--- config.mk ---
export PLATFORM = sky130hd
export DESIGN_NAME = pep_seq_ks_batch_gen
export DESIGN_NICKNAME = d
export VERILOG_FILES = /design/src/rtl/pep_seq_ks_batch_gen_pkg.sv /design/src/rtl/pep_seq_batch_timeout.sv /design/src/rtl/pep_seq_ks_batch_gen.sv
export SDC_FILE = /design/constraint.sdc
export NUM_CORES = 1
export LEC_CHECK = 0
export CAP_MARGIN = 25
export CORE_MARGIN = 1.5
export CORE_UTILIZATION = 30
export CTS_CLUSTER_SIZE = 14
export DETAILED_ROUTE_END_ITERATION = 6
export GPL_ROUTABILITY_DRIVEN = 0
export PLACE_DENSITY_LB_ADDON = 0.08
export SYNTH_ARGS = -nofsm -noshare
export SYNTH_HDL_FRONTEND = slang
export SYNTH_SLANG_ARGS = --single-unit
--- constraint.sdc ---
create_clock -name clk -period 4.4 [get_ports clk]
set_input_delay 0.66 -clock clk [delete_from_list [all_inputs] [get_ports clk]]
set_output_delay 0.66 -clock clk [all_outputs]
set_load 0.05 [all_outputs]
--- src/rtl/pep_seq_ks_batch_gen_pkg.sv ---
// Shared types and pointer helpers for the PE-PBS sequencer keyswitch batch former.
// Pointers carry a wrap bit c so that full and empty pools can be told apart.
package pep_seq_ks_batch_gen_pkg;

  localparam int LWE_K_P1      = 3;
  localparam int BATCH_PBS_NB  = 4;
  localparam int TOTAL_PBS_NB  = 6;
  localparam int BATCH_NB      = 2;
  localparam int TIMEOUT_CNT_W = 16;

  localparam int PID_W      = $clog2(TOTAL_PBS_NB);
  localparam int PID_WW     = $clog2(TOTAL_PBS_NB + 1);
  localparam int KS_LOOP_W  = (LWE_K_P1 > 1) ? $clog2(LWE_K_P1) : 1;
  localparam int BATCH_NB_W = $clog2(BATCH_NB + 1);

  typedef struct packed {
    logic             c;
    logic [PID_W-1:0] pt;
  } pointer_t;

  typedef struct packed {
    logic                 ks_loop_c;
    logic [KS_LOOP_W-1:0] ks_loop;
    pointer_t             wp;
    pointer_t             rp;
  } ks_cmd_t;

  localparam int KS_CMD_W = $bits(ks_cmd_t);

  typedef struct packed {
    logic batch_inc;
    logic timeout_inc;
    logic flush_inc;
  } pep_ks_batch_gen_counter_inc_t;

  typedef struct packed {
    logic ldb_ovf;
    logic done_udf;
  } pep_ks_batch_gen_error_t;

  // Number of elements between rp and wp; a differing wrap bit means wp lapped once.
  function automatic logic [PID_WW-1:0] pt_elt_nb(input pointer_t wp, input pointer_t rp);
    int d;
    if (wp.c == rp.c) d = int'(wp.pt) - int'(rp.pt);
    else              d = int'(wp.pt) + TOTAL_PBS_NB - int'(rp.pt);
    return d[PID_WW-1:0];
  endfunction

  function automatic pointer_t pt_inc(input pointer_t p, input logic [PID_WW-1:0] n);
    pointer_t r;
    int       s;
    r = p;
    s = int'(p.pt) + int'(n);
    if (s >= TOTAL_PBS_NB) begin
      s   = s - TOTAL_PBS_NB;
      r.c = ~p.c;
    end
    r.pt = s[PID_W-1:0];
    return r;
  endfunction

endpackage

--- src/rtl/pep_seq_batch_timeout.sv ---
// Partial-batch timeout: counts idle cycles with a partial batch pending.
// The count holds once expired so a blocked issue still sees the expiry later.
module pep_seq_batch_timeout
  import pep_seq_ks_batch_gen_pkg::*;
(
  input  logic                     clk,
  input  logic                     s_rst_n,
  input  logic                     run,
  input  logic                     clr,
  input  logic [TIMEOUT_CNT_W-1:0] timeout_val,
  output logic                     expired
);

  logic [TIMEOUT_CNT_W-1:0] cnt_q, cnt_d;

  always_comb begin
    expired = (timeout_val != '0) && (cnt_q >= timeout_val - TIMEOUT_CNT_W'(1));
    cnt_d   = cnt_q;
    if (clr)                cnt_d = '0;
    else if (run && !expired) cnt_d = cnt_q + TIMEOUT_CNT_W'(1);
  end

  always_ff @(posedge clk) begin
    if (!s_rst_n) cnt_q <= '0;
    else          cnt_q <= cnt_d;
  end

endmodule

--- src/rtl/pep_seq_ks_batch_gen.sv ---
// Keyswitch batch former: tracks the BLWE pool, groups pending PBS into batches
// and issues one ks_cmd beat per ks_loop; pool slots free on ks_done.
module pep_seq_ks_batch_gen
  import pep_seq_ks_batch_gen_pkg::*;
#(
  parameter int KS_LOOP_NB = LWE_K_P1
)
(
  input  logic                     clk,
  input  logic                     s_rst_n,
  input  logic                     ldb_inc,
  input  logic                     flush,
  input  logic [TIMEOUT_CNT_W-1:0] timeout_val,
  output logic [KS_CMD_W-1:0]      ks_cmd,
  output logic                     ks_cmd_vld,
  input  logic                     ks_cmd_rdy,
  input  logic                     ks_done,
  input  logic [PID_W:0]           ks_done_wp,
  output logic [PID_WW-1:0]        pool_free_nb,
  output logic [1:0]               seq_error,
  output logic [2:0]               cnt_inc
);

  typedef enum logic {IDLE, ISSUE} state_e;

  state_e                        state_q, state_d;
  pointer_t                      in_wp_q, in_wp_d;
  pointer_t                      cmd_rp_q, cmd_rp_d;
  pointer_t                      free_rp_q, free_rp_d;
  pointer_t                      batch_rp_q, batch_rp_d;
  pointer_t                      batch_wp_q, batch_wp_d;
  logic [BATCH_NB_W-1:0]         inflight_q, inflight_d;
  logic [KS_LOOP_W-1:0]          beat_q, beat_d;
  logic                          flush_req_q, flush_req_d;
  logic                          ks_loop_c_q, ks_loop_c_d;
  logic                          vld_q, vld_d;
  pep_ks_batch_gen_counter_inc_t cnt_inc_q, cnt_inc_d;
  pep_ks_batch_gen_error_t       err_q, err_d;

  logic [PID_WW-1:0] pend, occ, n_take;
  logic              full, expired, trigger, last_acc, done_ok, tmo_run, tmo_clr;
  ks_cmd_t           cmd;

  always_comb begin
    pend     = pt_elt_nb(in_wp_q, cmd_rp_q);
    occ      = pt_elt_nb(in_wp_q, free_rp_q);
    full     = pend >= PID_WW'(BATCH_PBS_NB);
    n_take   = full ? PID_WW'(BATCH_PBS_NB) : pend;
    trigger  = (state_q == IDLE) && (inflight_q < BATCH_NB_W'(BATCH_NB)) && (pend != '0)
               && (full || expired || flush_req_q);
    last_acc = (state_q == ISSUE) && vld_q && ks_cmd_rdy
               && (beat_q == KS_LOOP_W'(KS_LOOP_NB - 1));
    done_ok  = ks_done && (inflight_q != '0);
    tmo_run  = (state_q == IDLE) && (pend != '0) && !full;
    tmo_clr  = trigger || (pend == '0);
  end

  pep_seq_batch_timeout u_timeout (
    .clk         (clk),
    .s_rst_n     (s_rst_n),
    .run         (tmo_run),
    .clr         (tmo_clr),
    .timeout_val (timeout_val),
    .expired     (expired)
  );

  always_comb begin
    state_d     = state_q;
    in_wp_d     = in_wp_q;
    cmd_rp_d    = cmd_rp_q;
    free_rp_d   = free_rp_q;
    batch_rp_d  = batch_rp_q;
    batch_wp_d  = batch_wp_q;
    inflight_d  = inflight_q;
    beat_d      = beat_q;
    ks_loop_c_d = ks_loop_c_q;
    vld_d       = vld_q;
    err_d       = err_q;
    cnt_inc_d   = '0;

    // Occupancy is judged on registered pointers, so a same-cycle ks_done does not make room.
    if (ldb_inc) begin
      if (occ == PID_WW'(TOTAL_PBS_NB)) err_d.ldb_ovf = 1'b1;
      else                              in_wp_d = pt_inc(in_wp_q, PID_WW'(1));
    end

    if (flush)                      flush_req_d = 1'b1;
    else if (trigger || pend == '0) flush_req_d = 1'b0;
    else                            flush_req_d = flush_req_q;

    case (state_q)
      IDLE: begin
        if (trigger) begin
          state_d               = ISSUE;
          vld_d                 = 1'b1;
          beat_d                = '0;
          batch_rp_d            = cmd_rp_q;
          batch_wp_d            = pt_inc(cmd_rp_q, n_take);
          cnt_inc_d.batch_inc   = full;
          cnt_inc_d.flush_inc   = !full && flush_req_q;
          cnt_inc_d.timeout_inc = !full && !flush_req_q;
        end
      end
      ISSUE: begin
        if (vld_q && ks_cmd_rdy) begin
          if (last_acc) begin
            state_d     = IDLE;
            vld_d       = 1'b0;
            cmd_rp_d    = batch_wp_q;
            ks_loop_c_d = ~ks_loop_c_q;
          end else begin
            beat_d = beat_q + KS_LOOP_W'(1);
          end
        end
      end
      default: state_d = IDLE;
    endcase

    if (ks_done) begin
      if (inflight_q == '0) err_d.done_udf = 1'b1;
      else                  free_rp_d      = pointer_t'(ks_done_wp);
    end

    case ({last_acc, done_ok})
      2'b10:   inflight_d = inflight_q + BATCH_NB_W'(1);
      2'b01:   inflight_d = inflight_q - BATCH_NB_W'(1);
      default: inflight_d = inflight_q;
    endcase
  end

  always_ff @(posedge clk) begin
    if (!s_rst_n) begin
      state_q     <= IDLE;
      in_wp_q     <= '0;
      cmd_rp_q    <= '0;
      free_rp_q   <= '0;
      batch_rp_q  <= '0;
      batch_wp_q  <= '0;
      inflight_q  <= '0;
      beat_q      <= '0;
      flush_req_q <= 1'b0;
      ks_loop_c_q <= 1'b0;
      vld_q       <= 1'b0;
      cnt_inc_q   <= '0;
      err_q       <= '0;
    end else begin
      state_q     <= state_d;
      in_wp_q     <= in_wp_d;
      cmd_rp_q    <= cmd_rp_d;
      free_rp_q   <= free_rp_d;
      batch_rp_q  <= batch_rp_d;
      batch_wp_q  <= batch_wp_d;
      inflight_q  <= inflight_d;
      beat_q      <= beat_d;
      flush_req_q <= flush_req_d;
      ks_loop_c_q <= ks_loop_c_d;
      vld_q       <= vld_d;
      cnt_inc_q   <= cnt_inc_d;
      err_q       <= err_d;
    end
  end

  always_comb begin
    cmd.ks_loop_c = ks_loop_c_q;
    cmd.ks_loop   = beat_q;
    cmd.wp        = batch_wp_q;
    cmd.rp        = batch_rp_q;
  end

  assign ks_cmd       = cmd;
  assign ks_cmd_vld   = vld_q;
  assign pool_free_nb = PID_WW'(TOTAL_PBS_NB) - occ;
  assign seq_error    = err_q;
  assign cnt_inc      = cnt_inc_q;

endmodule
# Yosys cells after proc, flatten, opt, wreduce, memory -nomap -nowiden
# Index checks and enable logic that the tools add are counted.
[totals]
reg_bits = 49
input_bits = 26
out_inout_bits = 20
word_cells = 119
[classes]
n_addsub = 15
magnitude_cmp = 5
n_eq_ne = 10
n_mux = 21
bitwise_logic = 8
n_reduce_logical = 38
[op_table]
columns = ["op", "count"]
rows = [
  ["16-bit by 1-bit adder with 16-bit output (second input constant)", 1],
  ["16-bit greater-or-equal comparator", 1],
  ["16-bit nonzero test", 1],
  ["16-bit by 1-bit subtractor with 16-bit output (second input constant)", 1],
  ["3-bit two-way mux", 5],
  ["1-bit logical AND", 14],
  ["3-bit AND reduction", 4],
  ["3-bit subtractor", 4],
  ["2-bit AND reduction", 5],
  ["1-bit two-way mux", 9],
  ["4-bit by 3-bit greater-or-equal comparator with 1-bit output (second input constant)", 2],
  ["1-bit inverter", 8],
  ["2-bit one-hot mux with 2 select lines", 2],
  ["2-bit two-way mux", 3],
  ["2-bit nonzero test", 3],
  ["3-bit subtractor (second input constant)", 2],
  ["2-bit by 1-bit adder with 2-bit output (second input constant)", 2],
  ["3-bit by 1-bit adder with 4-bit output (second input constant)", 1],
  ["3-bit by 3-bit adder with 4-bit output", 1],
  ["2-bit == test (second input constant)", 2],
  ["2-bit by 1-bit != test with 1-bit output (second input constant)", 2],
  ["2-bit != test (second input constant)", 2],
  ["1-bit one-hot mux with 2 select lines", 2],
  ["3-bit adder (second input constant)", 1],
  ["other kinds (14)", 19],
]

# Logic depth before layout (Yosys ltp)
[logic_depth]
word_depth = 10
depth_mapped = 16
depth_no_buf = 15

# Hierarchy
# A second synthesis with hierarchy kept.
[unflattened]
hier_cells = 383
hier_area_um2 = 3342.0
[modules_own_cells]
columns = ["module", "instances", "cells_each", "area_per_inst_um2", "seq_area_each_um2"]
rows = [
  ["pep_seq_ks_batch_gen", 1, 205, 1856.8, 660.6],
  ["pep_seq_batch_timeout", 1, 178, 1485.2, 320.3],
]

# Least setup slack after synthesis
# No wires, ideal clock.
[synth_path]
path_kind = "input -> register"
startpoint = "in timeout_val[5]"
endpoint = "reg batch_wp_q, in the netlist ks_cmd[6]"
setup_ns = 0.116
t_arrival_ns = 3.826
t_required_ns = 4.284
setup_slack_ns = 0.457
path_stages = 14
path_buffers = 1
path_cell_list = "or3_1 nor4_1 nand2_1 nor4_1 xnor2_1 ha_1 and4_1 nand2_1 or4_1 nand3_1 a21o_1 clkbuf_1 nand2_1 a31o_2"
[synth_between]
elab_chain_cells = 7
elab_cells_between_ends = 8
cone_classes = "add/sub: 1; order compare: 1; reduce/logical: 6"
[synth_lines]
columns = ["item", "line", "source"]
rows = [
  ["start, declared", "pep_seq_ks_batch_gen.sv:13", "input logic [TIMEOUT_CNT_W-1:0] timeout_val,"],
  ["16-bit by 1-bit subtractor with 16-bit output", "pep_seq_batch_timeout.sv:17", "expired = (timeout_val != '0) && (cnt_q >= timeout_val - TIMEOUT_CNT_W'(1));"],
  ["16-bit greater-or-equal comparator", "pep_seq_batch_timeout.sv:17", ""],
  ["1-bit logical AND (*)", "pep_seq_batch_timeout.sv:17", ""],
  ["1-bit logical OR (*) (2 in a row)", "pep_seq_ks_batch_gen.sv:50", "&& (full || expired || flush_req_q);"],
  ["1-bit logical AND (*)", "pep_seq_ks_batch_gen.sv:50", ""],
  ["2-bit AND reduction (no source line) (*)", "-", ""],
  ["end signal, assigned", "pep_seq_ks_batch_gen.sv:152", "batch_wp_q <= batch_wp_d;"],
  ["end, declared", "pep_seq_ks_batch_gen.sv:31", "pointer_t batch_wp_q, batch_wp_d;"],
]
# Mark *: on every way between the ends. The rest lies on a longest branch, timed or not.
# A chain may end at the register's enable or synchronous reset.

# Final worst setup path
[layout_path]
startpoint = "in timeout_val[5]"
endpoint = "reg batch_wp_q, in the netlist ks_cmd[7]"
# Same word-level chain as after synthesis.

==> impl_metrics.env <==
export IMPL_synthArstFlopShare_pct=0
export IMPL_setup_viol=0
export IMPL_area_delta_synth_final_pct=25.0
export IMPL_finalWorstSetupSlack_ns=0.298
export IMPL_grt_pass1_wl_um=12400
export IMPL_synth_nets=439
export IMPL_die_x_um=107
export IMPL_port_buffers=45
export IMPL_yosysMostFrequentCell="dfxtp_1"
export IMPL_worst_pin_slew_ns=0.934
export IMPL_switching_share_pct=31.1
export IMPL_start_util_pct=31.0
export IMPL_final_util_pct=38.8
export IMPL_clkTransAtPathRegs_ns=0.10
export IMPL_wl_met2_um=3330
export IMPL_required_ns=4.63
export IMPL_clock_path_buffers=2
export IMPL_dieArea_um2=11400
export IMPL_cts_setup_buffers=0
export IMPL_critPathBufInv=2
export IMPL_p_int_uw=656
export IMPL_grt_ovfl_total=0
export IMPL_max_freq_mhz=244
export IMPL_hold_viol=0
export IMPL_fp_row_count=37
export IMPL_hpwl_um=5690
export IMPL_synthTopCellsByCount="dfxtp_1, nor2_1, a21oi_1"
export IMPL_avgSynthCellArea_um2=8.47
export IMPL_root_buffer="clkbuf_8"
export IMPL_wl_per_cell_um=12.7
export IMPL_wl_met1_um=3690
export IMPL_drt_iter0_drc=102
export IMPL_ys_ff_latch=49
export IMPL_pwr_share_comb_pct=22.8
export IMPL_synth_cell_type_count=55
export IMPL_critical_path_class="primary input to flip-flop"
export IMPL_hp_class="flip-flop to flip-flop"
export IMPL_ir_drop_v=0.000150
export IMPL_io_pins=46
export IMPL_vias=2787
export IMPL_synth_warnings=0
export IMPL_netlist_instances=380
export IMPL_post_cts_resized=0
export IMPL_cts_buffers=5
export IMPL_grt_setup_unrepaired="no"
export IMPL_core_area_um2=10400
export IMPL_power_net_switching_uw=296
export IMPL_grt_max_degree=30
export IMPL_postRouteAntennaNets=0
export IMPL_ys_seq_area_share_pct=30.5
export IMPL_dr_max_layer_used="met4"
export IMPL_htreeDepth=2
export IMPL_synth_edf_count=0
export IMPL_max_cap_violations=0
export IMPL_antennaDiodeCount=0
export IMPL_antenna_found_initial=0
export IMPL_p_leak_nw=1.61
export IMPL_grt_pass1_vias=2640
export IMPL_path_max_fanout=5
export IMPL_synth_top_cell_by_area="dfxtp_1"
export IMPL_min_period_ns=4.10
export IMPL_slew_viol_final=0
export IMPL_grtUsageTotal_pct=13.4
export IMPL_wl_met3_um=205
export IMPL_finClkSkew_ns=0.0101
export IMPL_drt_total_wl_um=7280
export IMPL_cp_slowest_stage_delay_ns=0.50
export IMPL_crit_chain="clkdlybuf4s50_1, or3_1, nor4_1, buf_4, nand2_1, nor4_1, xnor2_1, ha_1, and4_1, nand2_1, or4_1, nand3_2, a21oi_2, or4_1, a21oi_1"
export IMPL_powerDensity_nw_per_um2=237
export IMPL_hold_ws_ns=0.482
export IMPL_slew_limit_headroom_pct=37.7
export IMPL_power_frac_clock_pct=28.5
export IMPL_clk_latency_ns=0.31
export IMPL_cts_num_sinks=49
export IMPL_path_delay_family="simple AND/OR/NAND/NOR gates"
export IMPL_synth_area_leaders="dfxtp_1, ha_1, xnor2_1"
export IMPL_fin_crit_sh_pct=93.2
export IMPL_drc_errors=0
export IMPL_cts_hold_fix_buffers=0
export IMPL_cts_tree="done"
export IMPL_ys_flop_type="dfxtp_1"
export IMPL_start_kind="primary input"
export IMPL_syn_area_um2=3220
export IMPL_crit_arrival_ns=4.33
export IMPL_status="complete, no violations"
export IMPL_fin_nets=495
export IMPL_die_h_um=107
export IMPL_critical_path_slowest_cell="or4_1"
export IMPL_preCtsSetupSlack_ns=-0.0713
export IMPL_p_seq_share_pct=48.7
export IMPL_yosys_area_top_type_share_pct=30.5
export IMPL_drt_pass1_iter_count=4
export IMPL_drive_above_1_share_pct=8.24
export IMPL_end_kind="flip-flop"
export IMPL_viasPerCell=4.86
## stage by stage
step / area [um^2] / TNS [ns] / power [mW] / instances
global placement: 3920 / -0.0407 / 0.690 / 565
global route: 4020 / 0 / 1.01 / 573
CTS: 4010 / 0 / 0.973 / 573
detailed placement: 3920 / -0.0713 / 0.692 / 565
finish: 4020 / 0 / 0.952 / 573
floorplan: 3220 / 0 / 0.606 / 380
## power groups by stage
| stage | clock [mW] | combinational (mW) | sequential (mW) |
|---|---|---|---|
| after global routing | 0.307 | 0.241 | 0.465 |
| final | 0.272 | 0.217 | 0.463 |
| after floorplan | 0 | 0.121 | 0.485 |
| after detailed placement | 0 | 0.218 | 0.474 |
| after CTS | 0.289 | 0.220 | 0.464 |
| after global placement | 0 | 0.217 | 0.474 |
## cells in the final DEF, fill, tap and decap left out, types with 6 or more instances in the layout
cell,instances
or3_1,6
clkdlybuf4s50_1,45
o21ai_0,19
xnor2_1,31
inv_1,17
xor2_1,13
dfxtp_1,49
nand3_1,13
a21oi_1,32
nor2_1,41
buf_4,17
nor3_1,6
mux2i_1,12
ha_1,30
nand4_1,11
nand2_1,22
## final timing paths
path	slack (ns)	from	end	depth (start not counted)
setup / recovery	0.30	timeout_val[5]	ks_cmd[7]	15
hold reg to reg	0.48	ks_cmd[0]	ks_cmd[0]	2
hold / removal	0.48	ks_cmd[0]	ks_cmd[0]	2
setup reg to reg	0.64	in_wp_q[3]	ks_cmd[7]	12
## state kept, by name, indices dropped and copies added (netlist names)
register / cells
state_q: 1
beat_q: 2
flush_req_q: 1
free_rp_q: 4
ks_cmd_vld: 1
ks_cmd: 8
in_wp_q: 4
ks_loop_c_q: 1
seq_error: 2
u_timeout.cnt_q: 16
cnt_inc: 3
cmd_rp_q: 4
inflight_q: 2
## layout make-up
type	instances	area, um^2
Fill cell	1121	6350
Multi-Input combinational cell	300	2120
Sequential cell	49	981
Timing Repair Buffer	63	598
Tap cell	136	170
Clock buffer	5	68.8
Inverter	17	63.8
Clock inverter	3	22.5
## worst min-delay path: cells and delay by family (launching register included)
family         cells  cell delay (ns)
flip-flops         1             0.32
AO/OA/AOI/OAI      2             0.12
## per-layer routing
metal,up-vias,global-route usage (%)
li1,1456,-
met1,1296,18.6
met2,30,21.6
met3,5,2.21
met4,0,3.14
met5,-,0
## cell families (layout without fill, tap and decap cells)
family | after synthesis | count (layout) | synth area share (%)
AND/OR/NAND/NOR | 135 | 135 | 21.8
AO/OA/AOI/OAI | 76 | 76 | 14.5
flip-flops | 49 | 49 | 30.5
XOR/XNOR | 44 | 44 | 12.0
adder cells (fa/ha/maj) | 33 | 33 | 13.5
buffers and inverters | 31 | 88 | 4.01
multiplexers | 12 | 12 | 3.73
Note: power is estimated with default switching activity, not from simulation.
